### src/rtl/vram_pkg.sv
// vram_pkg: shared ZBT frame-buffer constants and the address packing used by capture and display.
package vram_pkg;
  localparam int VRAM_ADDR_W = 19;
  localparam int VRAM_DATA_W = 36;
  localparam int PIXEL_W = 18;
  localparam int ZBT_READ_LATENCY = 2;
  localparam int READER_PIPE = 4;
  function automatic logic [VRAM_ADDR_W-1:0] vram_pack_addr(input logic [8:0] line, input logic field, input logic [8:0] word);
    return {line, field, word};
  endfunction
endpackage

### src/rtl/delay_line.sv
// delay_line: W-bit wide, D-deep shift register with synchronous reset.
module delay_line #(
  parameter int W = 1,
  parameter int D = 1
) (
  input  logic         clk,
  input  logic         reset,
  input  logic [W-1:0] d,
  output logic [W-1:0] q
);
  logic [D-1:0][W-1:0] sr;
  always_ff @(posedge clk) begin
    if (reset) sr <= '0;
    else begin
      sr[0] <= d;
      for (int i = 1; i < D; i++) sr[i] <= sr[i-1];
    end
  end
  assign q = sr[D-1];
endmodule

### src/rtl/vram_frame_reader.sv
// vram_frame_reader: owns the ZBT port, gives capture writes priority and streams the stored frame aligned to XVGA timing.
module vram_frame_reader
  import vram_pkg::*;
#(
  parameter int H_ACTIVE = 720,
  parameter int V_ACTIVE = 480,
  parameter int X_ORIGIN = 0,
  parameter int Y_ORIGIN = 0
) (
  input  logic                   clk,
  input  logic                   reset,
  input  logic [10:0]            hcount,
  input  logic [9:0]             vcount,
  input  logic                   hsync,
  input  logic                   vsync,
  input  logic                   blank,
  input  logic [VRAM_ADDR_W-1:0] ntsc_addr,
  input  logic [VRAM_DATA_W-1:0] ntsc_data,
  input  logic                   ntsc_we,
  output logic [VRAM_ADDR_W-1:0] vram_addr,
  output logic                   vram_we,
  output logic [VRAM_DATA_W-1:0] vram_write_data,
  input  logic [VRAM_DATA_W-1:0] vram_read_data,
  output logic [PIXEL_W-1:0]     pixel,
  output logic                   pixel_valid,
  output logic                   phsync,
  output logic                   pvsync,
  output logic                   pblank
);
  logic [11:0] cx;
  logic [10:0] ry;
  logic win, w_d, h_d, l_d, hs_d, vs_d, bl_d;
  logic [5:0] tap;
  // The extra top bit is the borrow, so a negative offset falls outside the window.
  assign cx = {1'b0, hcount} - 12'(X_ORIGIN);
  assign ry = {1'b0, vcount} - 11'(Y_ORIGIN);
  assign win = !cx[11] && cx[10:0] < 11'(H_ACTIVE) && !ry[10] && ry[9:0] < 10'(V_ACTIVE) && !blank;
  always_ff @(posedge clk) begin
    if (reset) begin
      vram_we <= 1'b0;
      vram_addr <= '0;
      vram_write_data <= '0;
    end else begin
      vram_we <= ntsc_we;
      vram_addr <= ntsc_we ? ntsc_addr : vram_pack_addr(ry[9:1], ry[0], cx[9:1]);
      if (ntsc_we) vram_write_data <= ntsc_data;
    end
  end
  // The output register below supplies the last pipeline stage.
  delay_line #(.W(6), .D(READER_PIPE-1)) u_dl (
    .clk(clk),
    .reset(reset),
    .d({win, cx[0], ntsc_we, hsync, vsync, blank}),
    .q(tap)
  );
  assign {w_d, h_d, l_d, hs_d, vs_d, bl_d} = tap;
  always_ff @(posedge clk) begin
    if (reset) begin
      pixel <= '0;
      pixel_valid <= 1'b0;
      phsync <= 1'b0;
      pvsync <= 1'b0;
      pblank <= 1'b0;
    end else begin
      pixel <= l_d ? pixel : !w_d ? '0 : h_d ? vram_read_data[2*PIXEL_W-1:PIXEL_W] : vram_read_data[PIXEL_W-1:0];
      pixel_valid <= w_d;
      phsync <= hs_d;
      pvsync <= vs_d;
      pblank <= bl_d;
    end
  end
endmodule
### config.mk
export PLATFORM = sky130hd
export DESIGN_NAME = vram_frame_reader
export DESIGN_NICKNAME = d
export VERILOG_FILES = /design/src/rtl/vram_pkg.sv /design/src/rtl/delay_line.sv /design/src/rtl/vram_frame_reader.sv
export SDC_FILE = /design/constraint.sdc
export NUM_CORES = 1
export LEC_CHECK = 0
export BUFFER_PORTS_ARGS = -buffer_cell sky130_fd_sc_hd__buf_4
export CAP_MARGIN = 20
export CORE_MARGIN = 2
export CORE_UTILIZATION = 44
export CTS_CLUSTER_SIZE = 8
export DETAILED_ROUTE_END_ITERATION = 16
export GPL_ROUTABILITY_DRIVEN = 1
export HOLD_SLACK_MARGIN = 0.1
export PLACE_DENSITY_LB_ADDON = 0.08
export SETUP_SLACK_MARGIN = 0.02
export SYNTH_ARGS = -nofsm -noshare
export SYNTH_HDL_FRONTEND = slang
export SYNTH_HIERARCHICAL = 1
export SYNTH_SLANG_ARGS = --single-unit
### constraint.sdc
create_clock -name clk -period 1.5 [get_ports clk]
set_input_delay 0.15 -clock clk [delete_from_list [all_inputs] [get_ports clk]]
set_output_delay 0.15 -clock clk [all_outputs]
set_load 0.05 [all_outputs]
==> results of run 1 <==
==> worst min-delay path: stages <==
cell and delay [ps]:
buf_4 80, mux2_4 130, a22oi_2 50, nor2_1 70
==> stage by stage <==
stage / hold slack, ps / worst slack [ps]
final: 156 / 90.3
after global routing: 146 / 52.8
after CTS: 138 / 228
after detailed placement: 368 / 269
after global placement: 364 / 321
after floorplan: 222 / 242
==> cell families (layout without fill, tap and decap cells) <==
| group | after synthesis | in the layout |
|---|---|---|
| flip-flops | 96 | 96 |
| other | 0 | 1 |
| AND/OR/NAND/NOR | 100 | 100 |
| AO/OA/AOI/OAI | 20 | 20 |
| buffers and inverters | 28 | 298 |
| multiplexers | 73 | 73 |
==> sequential cells by signal, indices dropped and copies added (netlist names) <==
| name | count |
|---|---|
| pblank | 1 |
| phsync | 1 |
| pixel | 18 |
| pixel_valid | 1 |
| pvsync | 1 |
| u_dl/q | 6 |
| u_dl/sr | 12 |
| vram_addr | 19 |
| vram_we | 1 |
| vram_write_data | 36 |
==> path summary, 6_finish.rpt <==
check                              start                       to  depth (start not counted)
setup / recovery               vcount[0]  vram_addr[9]$_SDFF_PP0_                          5
hold / removal        vram_read_data[25]    pixel[7]$_SDFFE_PP0N_                          4
setup reg to reg    u_dl/q[4]$_SDFF_PP0_    pixel[6]$_SDFFE_PP0N_                          4
hold reg to reg   u_dl/sr[11]$_SDFF_PP0_     u_dl/q[5]$_SDFF_PP0_                          1
==> timing repair <==
action | 4_1_cts | 5_1_grt
buffers inserted | 0 | 0
hold buffers | 78 | 0
endpoints found under the hold margin | 59 | 0
setup endpoints to repair | 0 | 0
==> routing by layer <==
metal	vias up	track usage	part of all wire
met1	1489	0.244	0.38
met5	-	0	0
met3	18	0.0746	0.088
met2	146	0.417	0.51
met4	0	0.0978	0.023
li1	1583	-	-
==> layout by cell type (no fill, tap or decap) <==
| master | n |
|---|---|
| a22oi_1 | 8 |
| a22oi_2 | 10 |
| and2b_1 | 7 |
| and3_1 | 1 |
| buf_12 | 3 |
| buf_4 | 201 |
| bufinv_16 | 2 |
| clkbuf_8 | 9 |
| clkinv_2 | 1 |
| clkinvlp_4 | 1 |
| dfxtp_1 | 96 |
| diode_2 | 1 |
| dlygate4sd3_1 | 78 |
| inv_6 | 3 |
| mux2_2 | 8 |
| mux2_4 | 10 |
| mux2i_1 | 55 |
| nand4_1 | 1 |
| nor2_1 | 73 |
| nor2b_1 | 17 |
| nor3_1 | 1 |
| o211a_1 | 1 |
| o21ai_0 | 1 |
==> area by class of cell <==
cell class / instances / share of cell area
repair buffers: 282 / 0.387
flip-flops and latches: 96 / 0.317
multi-input cells: 193 / 0.238
well taps: 102 / 0.0210
clock buffers: 9 / 0.0204
clock inverters: 7 / 0.0163
diodes: 1 / 0.000413
==> power breakdown <==
group	internal, mW	total [mW]	switching [mW]
Sequential	2.66	2.71	0.0465
Combinational	0.616	1.25	0.637
Clock	0.955	1.86	0.902
Total	4.23	5.82	1.59
==> results.toml, run 1 <==
[clock_network]
cts_buffers = 9
cts.sinks = 96
clock_latency_ps = 340
cts_tree = "done"
htreeDepth = 3
cts.repair.resized = 0
cts_buffer_depth = 2
root_buffer = "clkbuf_8"
clk_pin_slew_ps = 100

[grt]
grt_pass1_vias = 3412
grt_overflow_total = 0
grtUsageTotal = 0.230
antenna_found_initial = 0
grt_max_degree = 40
grt_pass1_wl_mm = 15.8

[routing]
vias = 3236
post_drt_wl_per_cell_um = 14.9
drtAntennaViolNets = 0
post-route-drc-count = 0
avgViaCountPerCell = 4.69
drtPass1Iterations = 4
drt_iter0_drc = 124
wl_mm = 10.3

[worst_setup_path]
worstPathRequired_ps = 1740
end_kind = "flip-flop"
crit_top_cell = "dlygate4sd3_1"
slowest_stage = "dlygate4sd3_1"
path_cells = "dlygate4sd3_1 -> buf_4 -> mux2i_1 -> dlygate4sd3_1 -> nor2_1"
crit_buf_inv = 3
arrival_ps = 1650
max_stage_delay_ps = 600
crit_type = "in -> reg"
reg2reg_slack_ps = 280
cp_max_fo = 1
start_kind = "input pin"
cp_top_family = "buffers and inverters"

[floorplan]
core_um2 = 7770
std_cell_rows = 32
chipWidth_um = 93.9
fp.dieH_um = 93.9
die_area_um2 = 8810
boundaryPins = 196
initial_core_util = 0.458

[sta]
min_period_ps = 1410
relSlewSlack = 0.755
tightestPinTransition_ps = 367
setup_viol = 0
fin_setup_tns_ps = 0
fin_skew_ps = 7.16
drv_slew = 0
hold_viol = 0
rsz0062_at_grt = "false"
clock.fmax_mhz = 709
period_share = 0.940

[cells_and_area]
fin_nets = 700
fillers = 480
drive_gt1_frac = 0.422
utilization = 0.781
multi_input_area_um2 = 1440
design_area_um2 = 6070
seqCellArea_um2 = 1920
area_delta_synth_final_pct = 70.6
layout.cells.non_filler = 690

[synthesis]
synth_top_family_by_area = "multiplexers"
synth_edf_count = 0
synth_top_cell_by_area = "dfxtp_1"
yosys_warnings = 6
synthMuxAreaShare = 0.222
syn-num-nets = 435
yosysUniqueCellTypes = 19
syn_area_um2 = 3550
async_flop_share = 0
synth_most_common_cell = "dfxtp_1"
synth_xor_area_frac = 0
yosys.area_share.simple = 0.127
ys_seq_elements = 96
yosysTopAreaCellShare = 0.541
synth_ff_type = "dfxtp_1"
syn_inst = 317
synthAdderAreaFrac = 0
synth.yosys.seq_area_share = 0.541
synth_compound_area_frac = 0.0563
synth_common_cells = "96 x dfxtp_1, 73 x nor2_1, 55 x mux2i_1"
synth_top_cells_by_area = "dfxtp_1 54%, mux2i_1 15%, nor2_1 7.7%"
syn_avg_cell_area_um2 = 11.2

[pwr]
fin_total_pwr_mw = 5.82
p_leak_nw = 2.93
irDropWorstVdd_uv = 634
power.density_nw_per_um2 = 959

[placement]
hpwl_mm = 6.32
dp.cells = 595
io_buffers = 195
place.gp.congestion = 0.686
placed_cell_area_um2 = 5060

[run_status]
status = "finished, final reports clean"

[worst_hold_path]
hold_class = "in -> reg"

[flow_run]
maxCapViolations = 0
(Power assumes the default switching activity.)
==> inputs of run 2 (changes only) <==
--- a/config.mk
+++ b/config.mk
@@ -17,5 +17,4 @@
 export SETUP_SLACK_MARGIN = 0.02
 export SYNTH_ARGS = -nofsm -noshare
 export SYNTH_HDL_FRONTEND = slang
-export SYNTH_HIERARCHICAL = 1
 export SYNTH_SLANG_ARGS = --single-unit
==> results.toml, run 2 <==
[run_status]
status = "finished, final reports clean"

[sta]
clock.fmax_mhz = 716
tightestPinTransition_ps = 343
rsz0062_at_grt = "false"
fin_setup_tns_ps = 0
fin_skew_ps = 6.31
period_share = 0.931
drv_slew = 0
hold_viol = 0
relSlewSlack = 0.771
setup_viol = 0
min_period_ps = 1400

[routing]
wl_mm = 10.1
post_drt_wl_per_cell_um = 14.7
drtPass1Iterations = 4
post-route-drc-count = 0
drt_iter0_drc = 60
drtAntennaViolNets = 0
vias = 3205
avgViaCountPerCell = 4.67

[synthesis]
synth_ff_type = "dfxtp_1"
syn_inst = 308
async_flop_share = 0
synth_top_cell_by_area = "dfxtp_1"
syn_area_um2 = 3460
syn-num-nets = 426
synth_common_cells = "95 x dfxtp_1, 73 x nor2_1, 55 x mux2i_1"
synth_top_cells_by_area = "dfxtp_1 55%, mux2i_1 16%, nor2_1 7.9%"
syn_avg_cell_area_um2 = 11.2
yosys_warnings = 0
synth_edf_count = 0
synth_most_common_cell = "dfxtp_1"
synth.yosys.seq_area_share = 0.549
ys_seq_elements = 95
yosysUniqueCellTypes = 18
yosysTopAreaCellShare = 0.549

[cells_and_area]
fin_nets = 698
largest_reg_flops = 36
area_delta_synth_final_pct = 74.6
largest_registers = "vram_write_data (36), vram_addr (19), pixel (18)"
final_cell_mix = "200 x buf_4, 95 x dfxtp_1, 78 x dlygate4sd3_1"
fillers = 494
n_antenna_cell = 0
design_area_um2 = 6040
drive_gt1_frac = 0.425
regMostFlops = "vram_write_data"
layout_commonest_cell = "buf_4"

[floorplan]
initial_core_util = 0.450
chipWidth_um = 92.7
std_cell_rows = 32
core_um2 = 7690
boundaryPins = 196
die_area_um2 = 8590
fp.dieH_um = 92.7

[grt]
grt_pass1_wl_mm = 16.0
grtUsageTotal = 0.236
grt_overflow_total = 0
met2_usage = 0.423
use_met3 = 0.0602
met1_usage = 0.267
grt_pass1_vias = 3461
busiest_layer = "met2"
antenna_found_initial = 0
grt_max_degree = 36

[pwr]
p_sw_mw = 1.53
p_leak_nw = 2.90
intPower_mw = 4.18
p_clk_frac = 0.311
power.density_nw_per_um2 = 946
sw_frac_of_total = 0.268
power_frac_comb = 0.220
seqPwrFrac = 0.469
irDropWorstVdd_uv = 501

[clock_network]
root_buffer = "clkbuf_8"
clock_latency_ps = 340
cts_buffer_depth = 2
cts.repair.resized = 0
cts.sinks = 95
cts_buffers = 9
clk_pin_slew_ps = 90
htreeDepth = 3
cts_tree = "done"

[placement]
hpwl_mm = 6.02
place.gp.congestion = 0.728
placed_cell_area_um2 = 5050
io_buffers = 195

[worst_setup_path]
start_kind = "input pin"
arrival_ps = 1610
crit_type = "in -> reg"
worstPathRequired_ps = 1720
cp_max_fo = 1
end_kind = "flip-flop"

[worst_hold_path]
hold_class = "in -> reg"

[flow_run]
maxCapViolations = 0
## run 2: changes by cell type in the layout (fill, tap and decap cells not counted), sizes merged
cell	change
and2b	-7
buf	+1
clkinv	+2
dfxtp	-1
diode	-1
inv	-3
nor2b	+5
nor3	-1
nor4	+1
## run 2: area by class of cell
| type | instances | area (um2) | area share |
|---|---|---|---|
| repair buffers | 283 | 2380 | 0.394 |
| multi-input cells | 191 | 1420 | 0.235 |
| flip-flops and latches | 95 | 1900 | 0.315 |
| clock inverters | 6 | 86.3 | 0.0143 |
| well taps | 102 | 128 | 0.0211 |
| clock buffers | 9 | 124 | 0.0205 |
## run 2: final timing paths
check,startpoint,endpoint,slack (ps),cells after the start
max,ntsc_addr[6],vram_addr[6]$_SDFF_PP0_,100,5
min,vcount[9],u_dl.sr[5]$_SDFF_PP0_,140,3
max reg2reg,u_dl.q[4]$_SDFF_PP0_,pixel[17]$_SDFFE_PP0N_,270,4
min reg2reg,u_dl.sr[10]$_SDFF_PP0_,u_dl.q[4]$_SDFF_PP0_,440,1
## run 2: through the flow
step / utilization / setup WS [ps] / power [mW] / instances / hold slack, ps
after floorplan: - / 313 / 3.33 / 308 / 278
after global placement: 0.657 / 313 / 3.77 / 593 / 365
after detailed placement: 0.657 / 275 / 3.79 / 593 / 369
after CTS: 0.786 / 193 / 5.74 / 686 / 113
after global routing: 0.786 / 66.7 / 5.95 / 686 / 152
final: 0.786 / 103 / 5.71 / 686 / 143
## run 2: worst max-delay path, cell delays in order
cell and delay [ps]:
dlygate4sd3_1 540, buf_4 130, mux2i_1 130, dlygate4sd3_1 600, nor2_1 70
## run 2: cell families (layout without fill, tap and decap cells)
family / count (synthesis) / after routing / synth area share
and+or+nand+nor: 98 / 98 / 0.124
DFF: 95 / 95 / 0.549
muxes: 73 / 73 / 0.228
AOI/OAI and AO/OA: 20 / 20 / 0.0578
buffers and inverters: 22 / 298 / 0.0401
## run 2: power groups by stage
stage	Combinational, mW	Sequential [mW]	Clock [mW]
final	1.26	2.68	1.78
after global routing	1.33	2.69	1.93
after CTS	1.23	2.68	1.83
after detailed placement	1.06	2.73	0
after global placement	1.04	2.73	0
after floorplan	0.270	3.06	0
## run 2: what timing repair did
| item | CTS | global route |
|---|---|---|
| hold endpoints to repair | 59 | 0 |
| hold buffers | 78 | 0 |
| buffers inserted | 0 | 0 |
## run 2: per-layer routing
| metal | share of wire | routed length (um) |
|---|---|---|
| met1 | 0.39 | 3940 |
| met5 | 0 | 0 |
| met3 | 0.071 | 715 |
| met4 | 0.020 | 199 |
| met2 | 0.52 | 5240 |
==> inputs of run 3 (changes only) <==
--- a/config.mk
+++ b/config.mk
@@ -8,7 +8,7 @@
 export BUFFER_PORTS_ARGS = -buffer_cell sky130_fd_sc_hd__buf_4
 export CAP_MARGIN = 20
 export CORE_MARGIN = 2
-export CORE_UTILIZATION = 44
+export CORE_UTILIZATION = 47
 export CTS_CLUSTER_SIZE = 8
 export DETAILED_ROUTE_END_ITERATION = 16
 export GPL_ROUTABILITY_DRIVEN = 1
==> constraint.sdc (replaced) <==
create_clock -name clk -period 1.75 [get_ports clk]
set_input_delay 0.175 -clock clk [delete_from_list [all_inputs] [get_ports clk]]
set_output_delay 0.175 -clock clk [all_outputs]
set_load 0.05 [all_outputs]
==> results.toml, run 3 (synthesis results as in run 2) <==
[run_status]
status = "finished, final reports clean"

[worst_setup_path]
worstPathRequired_ps = 1990
start_kind = "input pin"
ff2ff_path_depth = 4
arrival_ps = 1680
end_kind = "flip-flop"
cp_max_fo = 1
crit_start = "ntsc_addr[7]"
crit_type = "in -> reg"
r2r-start = "u_dl.q[4]$_SDFF_PP0_"

[cells_and_area]
layout_commonest_cell = "buf_4"
fin_nets = 694
largest_registers = "vram_write_data (36), vram_addr (19), pixel (18)"
area_delta_synth_final_pct = 71.4
largest_reg_flops = 36
regMostFlops = "vram_write_data"
fillers = 411
final_cell_mix = "199 x buf_4, 95 x dfxtp_1, 78 x dlygate4sd3_1"
drive_gt1_frac = 0.419
n_antenna_cell = 0

[clock_network]
clk_pin_slew_ps = 100
cts.sinks = 95
htreeDepth = 3
clock_latency_ps = 340
cts_buffer_depth = 2
root_buffer = "clkbuf_8"
cts_tree = "done"
cts_buffers = 9

[grt]
grt_max_degree = 57
grt_overflow_total = 0
grt_pass1_wl_mm = 16.4
grt_pass1_vias = 3397
grtUsageTotal = 0.250
antenna_found_initial = 0

[routing]
post-route-drc-count = 0
drt_iter0_drc = 95
avgViaCountPerCell = 4.75
drtAntennaViolNets = 0
drtPass1Iterations = 4
vias = 3225
post_drt_wl_per_cell_um = 15.2
wl_mm = 10.3

[floorplan]
boundaryPins = 196
initial_core_util = 0.482
fp.dieH_um = 89.8
core_um2 = 7180
std_cell_rows = 31
die_area_um2 = 8070
chipWidth_um = 89.8

[placement]
io_buffers = 195
place.gp.congestion = 0.725
hpwl_mm = 5.86

[sta]
clock.fmax_mhz = 692
min_period_ps = 1440
rsz0062_at_grt = "false"
whs_ps = 190
period_share = 0.825
hold_viol = 0
fin_skew_ps = 11.0
setup_viol = 0
drv_slew = 0
relSlewSlack = 0.726
tightestPinTransition_ps = 412
fin_setup_tns_ps = 0

[pwr]
p_sw_mw = 1.29
intPower_mw = 3.33
p_leak_nw = 2.85
p_clk_frac = 0.272
irDropWorstVdd_uv = 602
fin_total_pwr_mw = 4.62
seqPwrFrac = 0.497
power_frac_comb = 0.230
sw_frac_of_total = 0.279
power.density_nw_per_um2 = 778

[worst_hold_path]
hold_class = "in -> reg"
hold_depth = 3
min_from = "hcount[10]"

[flow_run]
maxCapViolations = 0
==> run 3: layout make-up <==
class | instances | area [um2] | share of cell area
timing repair buffer | 279 | 2310 | 0.390
sequential | 95 | 1900 | 0.321
multi-input combinational | 191 | 1420 | 0.240
clock buffer | 11 | 141 | 0.0238
tap | 99 | 124 | 0.0209
clock inverter | 4 | 30.0 | 0.00506
==> run 3: path summary, 6_finish.rpt <==
| kind | endpoint | slack, ps |
|---|---|---|
| setup / recovery | vram_addr[7]$_SDFF_PP0_ | 310 |
| hold / removal | u_dl.sr[5]$_SDFF_PP0_ | 190 |
| setup reg to reg | pixel[1]$_SDFFE_PP0N_ | 430 |
| hold reg to reg | pblank$_SDFF_PP0_ | 430 |
==> run 3: critical path: stages <==
cell,delay (ps)
dlygate4sd3_1,530
buf_4,130
mux2i_1,180
dlygate4sd3_1,610
nor2_1,50
==> run 3: power groups by stage <==
stage | Sequential (mW) | Clock (mW) | Combinational (mW)
5_1_grt | 2.31 | 1.39 | 1.12
6_report | 2.30 | 1.26 | 1.06
3_5_place_dp | 2.34 | 0 | 0.888
2_1_floorplan | 2.63 | 0 | 0.232
3_3_place_gp | 2.34 | 0 | 0.876
4_1_cts | 2.29 | 1.30 | 1.04
==> run 3: metal layers <==
layer	track usage	vias to the layer above	wire length, um
li1	-	1565	-
met1	0.295	1520	4130
met2	0.440	130	5260
met3	0.0729	10	771
met4	0.0808	0	130
met5	0	-	0
==> run 3: timing repair <==
item,4_1_cts,5_1_grt
gates resized for setup,0,0
endpoints found under the hold margin,59,0
setup buffers,0,0
hold buffers,78,0
==> run 3: metrics by stage <==
step	setup slack, ps	utilization	cell area, um2	std cells
after floorplan	563	-	3460	308
after global placement	494	0.694	4980	586
after detailed placement	452	0.694	4980	586
after CTS	430	0.827	5930	679
after global routing	302	0.827	5930	679
final	306	0.827	5930	679
